### src/rtl/uart_tx_port_if.sv
// CPU data-bus bundle for the UART transmitter port.
// The CPU side drives the cycle; the port returns ready and read data one cycle later.
interface uart_tx_port_if;
  logic        sel;
  logic        mem_valid;
  logic        mem_nwr;
  logic        reg_addr;
  logic [15:0] mem_data_in;
  logic [15:0] mem_data_out;
  logic        mem_ready;

  modport master (
    output sel,
    output mem_valid,
    output mem_nwr,
    output reg_addr,
    output mem_data_in,
    input  mem_data_out,
    input  mem_ready
  );

  modport slave (
    input  sel,
    input  mem_valid,
    input  mem_nwr,
    input  reg_addr,
    input  mem_data_in,
    output mem_data_out,
    output mem_ready
  );
endinterface

### src/rtl/uart_tx_port.sv
// Memory-mapped UART transmitter for the forth_cpu data bus.
// reg 0: write pushes a byte into the TX FIFO, read returns status (clears overflow).
// reg 1: baud divisor, bit period = divisor + 1 clocks.
// A TX-done interrupt is raised when the last queued byte finishes its stop bit.
module uart_tx_port #(
  parameter int          FIFO_BITS       = 3,
  parameter logic [15:0] DEFAULT_DIVISOR = 16'd103
) (
  input  logic           clk,
  input  logic           nreset,
  uart_tx_port_if.slave  bus,
  output logic           tx,
  output logic           interrupt,
  input  logic           interrupt_clear
);

  localparam int                 DEPTH      = 1 << FIFO_BITS;
  localparam logic [FIFO_BITS:0] FULL_COUNT = (FIFO_BITS+1)'(DEPTH);
  localparam logic [FIFO_BITS:0] CNT_ONE    = (FIFO_BITS+1)'(1);
  localparam logic [FIFO_BITS-1:0] PTR_ONE  = (FIFO_BITS)'(1);

  localparam logic [1:0] ST_IDLE  = 2'd0;
  localparam logic [1:0] ST_START = 2'd1;
  localparam logic [1:0] ST_DATA  = 2'd2;
  localparam logic [1:0] ST_STOP  = 2'd3;

  // Status word layout: {count, 4'b0, overflow, busy, full, empty}.
  function automatic logic [15:0] pack_status(
    input logic [FIFO_BITS:0] cnt,
    input logic               ovf,
    input logic               busy_i,
    input logic               full_i,
    input logic               empty_i
  );
    logic [7:0] cnt8;
    cnt8 = 8'(cnt);
    return {cnt8, 4'b0000, ovf, busy_i, full_i, empty_i};
  endfunction

  // Bus decode
  logic access;
  logic wr_data;
  logic wr_div;
  logic rd_acc;
  logic rd_status;

  // FIFO
  logic [7:0]           fifo_mem [DEPTH];
  logic [FIFO_BITS-1:0] wr_ptr;
  logic [FIFO_BITS-1:0] rd_ptr;
  logic [FIFO_BITS:0]   count;
  logic                 full;
  logic                 empty;
  logic                 push_ok;
  logic                 pop;
  logic                 overflow;

  // Registers and transmitter
  logic [15:0] divisor;
  logic [15:0] div_lat;
  logic [15:0] bit_cnt;
  logic [2:0]  bit_idx;
  logic [7:0]  shift_reg;
  logic [1:0]  state;
  logic [1:0]  state_nxt;
  logic        bit_end;
  logic        frame_done;
  logic        busy;
  logic [15:0] status;

  // Side effects only fire in the first cycle of a bus cycle (ready still low).
  assign access    = bus.sel & bus.mem_valid & ~bus.mem_ready;
  assign wr_data   = access & ~bus.mem_nwr & ~bus.reg_addr;
  assign wr_div    = access & ~bus.mem_nwr &  bus.reg_addr;
  assign rd_acc    = access &  bus.mem_nwr;
  assign rd_status = rd_acc & ~bus.reg_addr;

  assign full    = (count == FULL_COUNT);
  assign empty   = (count == '0);
  assign push_ok = wr_data & ~full;
  assign busy    = (state != ST_IDLE);
  assign bit_end = (bit_cnt == 16'd0);
  assign status  = pack_status(count, overflow, busy, full, empty);

  // Acknowledge every selected cycle one clock after valid, drop one clock after valid falls.
  always_ff @(posedge clk or negedge nreset) begin
    if (!nreset) begin
      bus.mem_ready <= 1'b0;
    end else begin
      bus.mem_ready <= bus.sel & bus.mem_valid;
    end
  end

  // Read data is captured only on a read access and held otherwise.
  always_ff @(posedge clk or negedge nreset) begin
    if (!nreset) begin
      bus.mem_data_out <= 16'd0;
    end else if (rd_acc) begin
      bus.mem_data_out <= bus.reg_addr ? divisor : status;
    end
  end

  // Baud divisor register; a running frame keeps its own latched copy.
  always_ff @(posedge clk or negedge nreset) begin
    if (!nreset) begin
      divisor <= DEFAULT_DIVISOR;
    end else if (wr_div) begin
      divisor <= bus.mem_data_in;
    end
  end

  // FIFO storage; contents need no reset since count gates every read.
  always_ff @(posedge clk) begin
    if (push_ok) begin
      fifo_mem[wr_ptr] <= bus.mem_data_in[7:0];
    end
  end

  // FIFO pointers and occupancy; a push while full is dropped even if a pop happens too.
  always_ff @(posedge clk or negedge nreset) begin
    if (!nreset) begin
      wr_ptr <= '0;
      rd_ptr <= '0;
      count  <= '0;
    end else begin
      if (push_ok) wr_ptr <= wr_ptr + PTR_ONE;
      if (pop)     rd_ptr <= rd_ptr + PTR_ONE;
      case ({push_ok, pop})
        2'b10:   count <= count + CNT_ONE;
        2'b01:   count <= count - CNT_ONE;
        default: count <= count;
      endcase
    end
  end

  // Sticky overflow flag; the status read returns the old value and clears it.
  always_ff @(posedge clk or negedge nreset) begin
    if (!nreset) begin
      overflow <= 1'b0;
    end else if (wr_data & full) begin
      overflow <= 1'b1;
    end else if (rd_status) begin
      overflow <= 1'b0;
    end
  end

  // Next-state logic for the frame sequencer; pops happen on frame start.
  always_comb begin
    state_nxt  = state;
    pop        = 1'b0;
    frame_done = 1'b0;
    case (state)
      ST_IDLE: begin
        if (!empty) begin
          pop       = 1'b1;
          state_nxt = ST_START;
        end
      end
      ST_START: begin
        if (bit_end) state_nxt = ST_DATA;
      end
      ST_DATA: begin
        if (bit_end && (bit_idx == 3'd7)) state_nxt = ST_STOP;
      end
      ST_STOP: begin
        if (bit_end) begin
          if (!empty) begin
            pop       = 1'b1;
            state_nxt = ST_START;
          end else begin
            state_nxt  = ST_IDLE;
            frame_done = 1'b1;
          end
        end
      end
      default: state_nxt = ST_IDLE;
    endcase
  end

  // Sequencer state, per-bit cycle counter and data bit index.
  always_ff @(posedge clk or negedge nreset) begin
    if (!nreset) begin
      state   <= ST_IDLE;
      bit_cnt <= 16'd0;
      bit_idx <= 3'd0;
    end else begin
      state <= state_nxt;
      if (pop) begin
        bit_cnt <= divisor;
        bit_idx <= 3'd0;
      end else if (state != ST_IDLE) begin
        if (bit_end) begin
          bit_cnt <= div_lat;
          if (state == ST_DATA) bit_idx <= bit_idx + 3'd1;
        end else begin
          bit_cnt <= bit_cnt - 16'd1;
        end
      end
    end
  end

  // Frame datapath: load byte and divisor on pop, shift LSB-first after each data bit.
  always_ff @(posedge clk) begin
    if (pop) begin
      shift_reg <= fifo_mem[rd_ptr];
      div_lat   <= divisor;
    end else if ((state == ST_DATA) && bit_end) begin
      shift_reg <= {1'b0, shift_reg[7:1]};
    end
  end

  // Serial line decoded from state so reset returns it high immediately.
  always_comb begin
    case (state)
      ST_START: tx = 1'b0;
      ST_DATA:  tx = shift_reg[0];
      default:  tx = 1'b1;
    endcase
  end

  // TX-done interrupt: set when the queue drains at stop end; set beats clear.
  always_ff @(posedge clk or negedge nreset) begin
    if (!nreset) begin
      interrupt <= 1'b0;
    end else if (frame_done) begin
      interrupt <= 1'b1;
    end else if (interrupt_clear) begin
      interrupt <= 1'b0;
    end
  end

endmodule
### src/flat_wrapper.sv
// flat-port wrapper written by rule: the top's interface ports become plain ports
module uart_tx_port_flat 
#(
  parameter int          FIFO_BITS       = 3,
  parameter logic [15:0] DEFAULT_DIVISOR = 16'd103
)
  (clk, nreset, tx, interrupt, interrupt_clear, bus_sel, bus_mem_valid, bus_mem_nwr, bus_reg_addr, bus_mem_data_in, bus_mem_data_out, bus_mem_ready);
  uart_tx_port_if bus_i ();
  input  logic clk;
  input  logic nreset;
  output logic tx;
  output logic interrupt;
  input  logic interrupt_clear;
  input wire logic [$bits(bus_i.sel)-1:0] bus_sel;
  input wire logic [$bits(bus_i.mem_valid)-1:0] bus_mem_valid;
  input wire logic [$bits(bus_i.mem_nwr)-1:0] bus_mem_nwr;
  input wire logic [$bits(bus_i.reg_addr)-1:0] bus_reg_addr;
  input wire logic [$bits(bus_i.mem_data_in)-1:0] bus_mem_data_in;
  output wire logic [$bits(bus_i.mem_data_out)-1:0] bus_mem_data_out;
  output wire logic [$bits(bus_i.mem_ready)-1:0] bus_mem_ready;
  assign bus_i.sel = bus_sel;
  assign bus_i.mem_valid = bus_mem_valid;
  assign bus_i.mem_nwr = bus_mem_nwr;
  assign bus_i.reg_addr = bus_reg_addr;
  assign bus_i.mem_data_in = bus_mem_data_in;
  assign bus_mem_data_out = bus_i.mem_data_out;
  assign bus_mem_ready = bus_i.mem_ready;
  uart_tx_port #(.FIFO_BITS(FIFO_BITS), .DEFAULT_DIVISOR(DEFAULT_DIVISOR)) u_core (.clk(clk), .nreset(nreset), .bus(bus_i), .tx(tx), .interrupt(interrupt), .interrupt_clear(interrupt_clear));
endmodule
### config.mk
export PLATFORM = sky130hd
export DESIGN_NAME = uart_tx_port_flat
export DESIGN_NICKNAME = d
export VERILOG_FILES = /design/src/rtl/uart_tx_port_if.sv /design/src/rtl/uart_tx_port.sv /design/src/flat_wrapper.sv
export SDC_FILE = /design/constraint.sdc
export NUM_CORES = 1
export LEC_CHECK = 0
export CAP_MARGIN = 20
export CORE_MARGIN = 3
export CORE_UTILIZATION = 50
export DETAILED_ROUTE_END_ITERATION = 10
export GPL_ROUTABILITY_DRIVEN = 0
export GPL_TIMING_DRIVEN = 0
export PLACE_DENSITY = 0.72
export RECOVER_POWER = 25
export REMOVE_ABC_BUFFERS = 1
export SYNTH_ARGS = -nofsm -noshare
export SYNTH_HDL_FRONTEND = slang
export SYNTH_SLANG_ARGS = --single-unit
### constraint.sdc
create_clock -name clk -period 3.6 [get_ports clk]
set_input_delay 0.36 -clock clk [delete_from_list [all_inputs] [get_ports clk]]
set_output_delay 0.36 -clock clk [all_outputs]
set_load 0.01 [all_outputs]
Word-level counts from Yosys, hierarchy flattened

Memory sizes are Yosys's and may differ from the RTL's.
Index checks and enable logic that the tools add are counted.

Memories: 1
Output and inout bits: 19
Bits of input ports: 23
RAM bits: 64
Flip-flop bits (word level): 90

Memories:

| name            | words | width | rd ports | clocked after Yosys merged registers in | write ports | RTL line           | source |
|---|---|---|---|---|---|---|---|
| u_core.fifo_mem | 8     | 8     | 1        | 0                                       | 1           | uart_tx_port.sv:48 | `logic [7:0] fifo_mem [DEPTH];` |

Bitwise operators: 13
Multiplexer cells: 30
Equal/unequal tests: 11
Reduce and logical (&&, ||, !) cells: 15
Add/sub/neg operators: 6

Operators by type and width:

| operator                | count |
|---|---|
| $mux W16                | 4 |
| $logic_not A16 Y1       | 1 |
| $mux W8                 | 2 |
| $reduce_bool A2 Y1      | 8 |
| $sub A16 B1 Y16 const B | 1 |
| $mux W1                 | 12 |
| $mux W3                 | 4 |
| $add A3 B1 Y3 const B   | 3 |
| $and A1 B1 Y1           | 9 |
| $mux W2                 | 4 |
| $pmux W2 S4             | 1 |
| $pmux W4 S2             | 1 |
| $eq A2 B2 Y1 const B    | 3 |
| $ne A2 B1 Y1 const B    | 3 |
| $add A4 B1 Y4 const B   | 1 |
| $eq A2 B1 Y1 const B    | 2 |
| $eq A4 B4 Y1 const B    | 1 |
| $logic_not A4 Y1        | 1 |
| $not A1 Y1              | 4 |
| $pmux W1 S2             | 2 |
| $reduce_and A4 Y1       | 1 |
| $sub A4 B1 Y4 const B   | 1 |
| $eq A3 B3 Y1 const B    | 1 |
| $reduce_and A3 Y1       | 1 |
| other kinds (3)         | 4 |

Logic depth before layout (Yosys ltp)

Depth in word-level cells: 7
Depth in mapped cells: 14

Worst setup path after synthesis

No wires, ideal clock.

Path type: reg-to-reg
Start point: register u_core.bit_cnt[0]
End point: register u_core.count[2]
Stages on the path, launching flop included: 15
Buffers on the path: 1
Library setup time: 0.132 ns
Path slack: 0.077 ns
Clock period less this slack: 3.523 ns
Data arrival time: 3.392 ns
Required time: 3.468 ns
Path through: dfrtp_1 > inv_1 > ha_1 > or3b_2 > nor4_1 > a21oi_1 > inv_1 > buf_1 > ha_1 > xor2_1 > ha_1 > a21oi_1 > xor2_1 > nor2_1 > xor2_1

Longest elaborated chain between the ends: 5
Elaborated cells between the ends (all ways): 7
Those cells by class: eq/ne: 2; mux: 3; reduce/logical: 2

Ends and longest elaborated chain:

| what                                                     | RTL line            | source |
|---|---|---|
| start, declared                                          | uart_tx_port.sv:61  | `logic [15:0] bit_cnt;` |
| start signal, assigned                                   | uart_tx_port.sv:189 | `bit_cnt <= divisor;` |
| start signal, assigned                                   | uart_tx_port.sv:193 | `bit_cnt <= div_lat;` |
| start signal, assigned                                   | uart_tx_port.sv:196 | `bit_cnt <= bit_cnt - 16'd1;` |
| $logic_not A16 Y1 *                                      | uart_tx_port.sv:82  | `assign bit_end = (bit_cnt == 16'd0);` |
| $mux W1 *                                                | uart_tx_port.sv:166 | `if (bit_end) begin` |
| $pmux W1 S2 *                                            | uart_tx_port.sv:152 | `case (state)` |
| named net u_core.pop                                     | uart_tx_port.sv:55  | `logic pop;` |
| $eq A2 B1 Y1 / $eq A2 B2 Y1 (equally long branches)      | uart_tx_port.sv:128 | `case ({push_ok, pop})` |
| $pmux W4 S2 / $reduce_bool A2 Y1 (equally long branches) | -                   |  |
| end signal, assigned                                     | uart_tx_port.sv:129 | `2'b10: count <= count + CNT_ONE;` |
| end signal, assigned                                     | uart_tx_port.sv:130 | `2'b01: count <= count - CNT_ONE;` |
| end signal, assigned                                     | uart_tx_port.sv:131 | `default: count <= count;` |
| end, declared                                            | uart_tx_port.sv:51  | `logic [FIFO_BITS:0] count;` |

Mark *: on every way through the listed nets, which the timed path passes. The rest lies on a longest branch.
A chain may end at the register's enable or synchronous reset.

Final worst setup path

Start point: register u_core.bit_cnt[8]
End point: register u_core.count[2]

Longest elaborated chain between the ends: 5
Elaborated cells between the ends (all ways): 7
Those cells by class: eq/ne: 2; mux: 3; reduce/logical: 2

Ends and longest elaborated chain:

| what                                                     | RTL line |
|---|---|
| $logic_not A16 Y1 *                                      | uart_tx_port.sv:82 |
| $mux W1 *                                                | uart_tx_port.sv:166 |
| $pmux W1 S2 *                                            | uart_tx_port.sv:152 |
| $eq A2 B1 Y1 / $eq A2 B2 Y1 (equally long branches)      | uart_tx_port.sv:128 |
| $pmux W4 S2 / $reduce_bool A2 Y1 (equally long branches) | - |

Every way passes the cells marked *; elsewhere a longest branch is shown, timed or not.

==> flow_metrics.env <==
export IMPL_status="finished, violations left"
export IMPL_io_pins=42
export IMPL_yosysTopAreaCellShare=0.396
export IMPL_critPathMaxStageDelay_ns=0.68
export IMPL_cp_data_arrival_time_ns=3.67
export IMPL_power_density_nw_per_um2=782
export IMPL_worstPathMaxFanout=18
export IMPL_synth_distinct_cells=48
export IMPL_largest_register_ffs=64
export IMPL_instances_no_fill=728
export IMPL_synth_top_family_by_area="multiplexers"
export IMPL_muxShareOfSynthArea=0.112
export IMPL_synth_edf_count=88
export IMPL_fin_tns_setup_ns=0
export IMPL_finalPower_mw=6.25
export IMPL_dp_hpwl_mm=8.60
export IMPL_syn_to_final_growth_pct=19.8
export IMPL_clock_fmax_mhz=296
export IMPL_synth_area_leaders="edfxtp_1, dfrtp_1, mux4_2"
export IMPL_clock_latency_ns=0.42
export IMPL_die_h_um=122
export IMPL_multi_input_area_sq_um=2310
export IMPL_ant_nets=0
export IMPL_p_sw_mw=2.01
export IMPL_n_fill_cell=962
export IMPL_antenna_found_initial=0
export IMPL_combPwrFrac=0.287
export IMPL_critical_path_slowest_cell="or4_1"
export IMPL_track_usage=0.202
export IMPL_grt_pass1_wl_mm=22.8
export IMPL_port_buffers=41
export IMPL_core_sq_um=12800
export IMPL_syn_area_sq_um=6680
export IMPL_cts_tree="done"
export IMPL_swShare=0.321
export IMPL_hold_viol=0
export IMPL_finalCritPeriodShare=0.939
export IMPL_maxCapViolCount=1
export IMPL_dieArea_sq_um=14800
export IMPL_synth_common_cells="edfxtp_1, dfrtp_1, nand2_1"
export IMPL_cts_buffer_depth=2
export IMPL_drt_iter0_drc=416
export IMPL_slew_violations=67
export IMPL_root_buffer="clkbuf_16"
export IMPL_routedWlPerCell_um=19.0
export IMPL_ys_seq_area_frac=0.644
export IMPL_fin_skew_ns=0.00778
export IMPL_ys_flop_type="edfxtp_1"
export IMPL_required_ns=3.89
export IMPL_dp_cells=688
export IMPL_grt_pass1_vias=4331
export IMPL_synthCells=498
export IMPL_layout_drive_gt1_share=0.167
export IMPL_drt_total_wl_mm=13.8
export IMPL_slew_headroom=-0.124
export IMPL_setup_viol=0
export IMPL_crit_path_end_kind="flip-flop"
export IMPL_finalWorstPathRequiredPeriod_ns=3.38
export IMPL_drc=0
export IMPL_violations="max-capacitance violations, max-slew violations"
export IMPL_hold_ws_ns=0.380
export IMPL_crit_top_cell="xor2_1"
export IMPL_synth_xor_area_frac=0.0157
export IMPL_ys_warn_count=0
export IMPL_critPathLaunchType="flip-flop"
export IMPL_cts_hold_buf=0
export IMPL_ir_drop_mv=0.366
export IMPL_fin_util=0.624
export IMPL_numCtsBuffers=17
export IMPL_antenna_cells=0
export IMPL_worstSetupPathType="flip-flop to flip-flop"
export IMPL_vias=4250
export IMPL_p_leak_nw=2.97
export IMPL_synthMostInstantiatedCell="edfxtp_1"
export IMPL_worstPathCellList="or4_1, nor4_2, a21oi_4, clkinvlp_4, buf_16, ha_1, xor2_1, ha_1, a21oi_1, xor2_1, nor2_1, xor2_1"
export IMPL_synth_area_leader_cell="edfxtp_1"
export IMPL_cts_sinks=154
export IMPL_synth_adder_area_share=0.0244
export IMPL_fin_nets=579
export IMPL_start_util=0.521
export IMPL_clkPwrFrac=0.282
export IMPL_vias_per_cell=5.84
export IMPL_seqCellArea_sq_um=4300
export IMPL_die_w_um=122
export IMPL_grt_max_degree=67
export IMPL_synth_simple_gate_area_frac=0.108
export IMPL_hp_class="input port to asynchronous set/reset pin"
export IMPL_top_register="u_core.fifo_mem"
export IMPL_syn_area_per_cell_sq_um=13.4
export IMPL_worstMarginPinSlew_ns=1.69
export IMPL_ctsHtreeMaxLevel=4
export IMPL_p_int_mw=4.25
export IMPL_clk_pin_slew_ns=0.06
export IMPL_synthArstFlopShare=0.429
export IMPL_grt_ovfl_total=0
export IMPL_synth_compound_area_frac=0.0742
export IMPL_std_cell_rows=41
export IMPL_first_pass_iters=5
export IMPL_rsz0062_at_grt="no"
export IMPL_p_seq_frac=0.431
export IMPL_synth_seq_cells=154
-- path summary, 6_finish.rpt --
kind	slack (ns)	from	depth (start not counted)	end
min in group clk	0.48	u_core.bus.mem_data_out[13]$_DFFE_PN0P_	2	u_core.bus.mem_data_out[13]$_DFFE_PN0P_
worst max-delay path	0.22	u_core.bit_cnt[8]$_DFFE_PN0P_	12	u_core.count[2]$_DFFE_PN0P_
worst min register to register	0.48	u_core.bus.mem_data_out[13]$_DFFE_PN0P_	2	u_core.bus.mem_data_out[13]$_DFFE_PN0P_
worst max register to register	0.22	u_core.bit_cnt[8]$_DFFE_PN0P_	12	u_core.count[2]$_DFFE_PN0P_
max in group asynchronous	2.22	nreset	1	u_core.bit_idx[0]$_DFFE_PN0P_
worst min-delay path	0.38	nreset	1	u_core.bus.mem_data_out[10]$_DFFE_PN0P_
-- per-layer routing --
metal,up-vias,part of all wire,GRT usage,wire [um]
met5,-,0,0,0
met4,0,0.013,0.0609,176
met3,16,0.056,0.0576,775
met2,128,0.46,0.294,6410
met1,2146,0.47,0.299,6450
li1,1960,-,-,-
-- critical path: cells and delay by family (launching register included) --
kind / cells / cell delay [ns]
xor gates and xnor gates: 3 / 0.39
DFF: 1 / 0.42
AOI/OAI and AO/OA: 2 / 0.35
adders and majority gates: 2 / 0.48
and+or+nand+nor: 3 / 1.26
buffers and inverters: 2 / 0.33
-- final cells by class --
cell class	instances	share of cell area
clock buffers	23	0.0598
multi-input cells	306	0.289
flip-flops and latches	154	0.538
inverters	13	0.00657
well taps	172	0.0269
repair buffers	51	0.0657
clock inverters	9	0.0144
-- metrics by stage --
| stage | setup slack, ns | instance area [sq um] |
|---|---|---|
| floorplan | -1.24 | 6580 |
| detailed placement | -0.824 | 7270 |
| global route | 0.000945 | 8000 |
| global placement | -3.01 | 7200 |
| CTS | 0.0111 | 7920 |
| finish | 0.219 | 8000 |
-- cell usage in the layout, fill, tap and decap left out, types with 6 or more instances in the layout --
cell type	netlist	final
xnor2_1	7	7
dfrtp_1	61	61
mux4_2	16	16
buf_4	0	6
o31ai_1	6	6
o21ai_0	36	36
clkdlybuf4s50_1	0	40
a31oi_1	8	8
or4_1	8	8
edfxtp_1	88	88
nor3_1	9	9
clkbuf_16	0	17
mux2_2	20	20
ha_1	13	12
nor2_1	38	38
a21oi_1	11	10
nand2_1	54	54
mux2i_1	16	16
inv_1	13	12
-- power groups by stage --
stage / Sequential (mW) / Clock [mW] / Combinational, mW
after global placement: 2.72 / 0 / 1.53
after global routing: 2.75 / 1.86 / 2.00
after detailed placement: 2.74 / 0 / 1.62
after floorplan: 2.64 / 0 / 1.12
after CTS: 2.73 / 1.78 / 1.69
final: 2.70 / 1.76 / 1.79
-- timing repair --
item	4_1_cts	5_1_grt
setup buffers	1	3
setup endpoints to repair	5	3
gates cloned	1	0
pin swaps	1	0
resized for setup	7	1
-- kinds of logic after synthesis --
kind of cell,count (synthesis)
AND/OR/NAND/NOR,147
AO/OA/AOI/OAI,81
adder cells (fa/ha/maj),13
buffers and inverters,39
flip-flops,154
multiplexers,52
XOR/XNOR,12
Power figures use the tool's default switching activity.
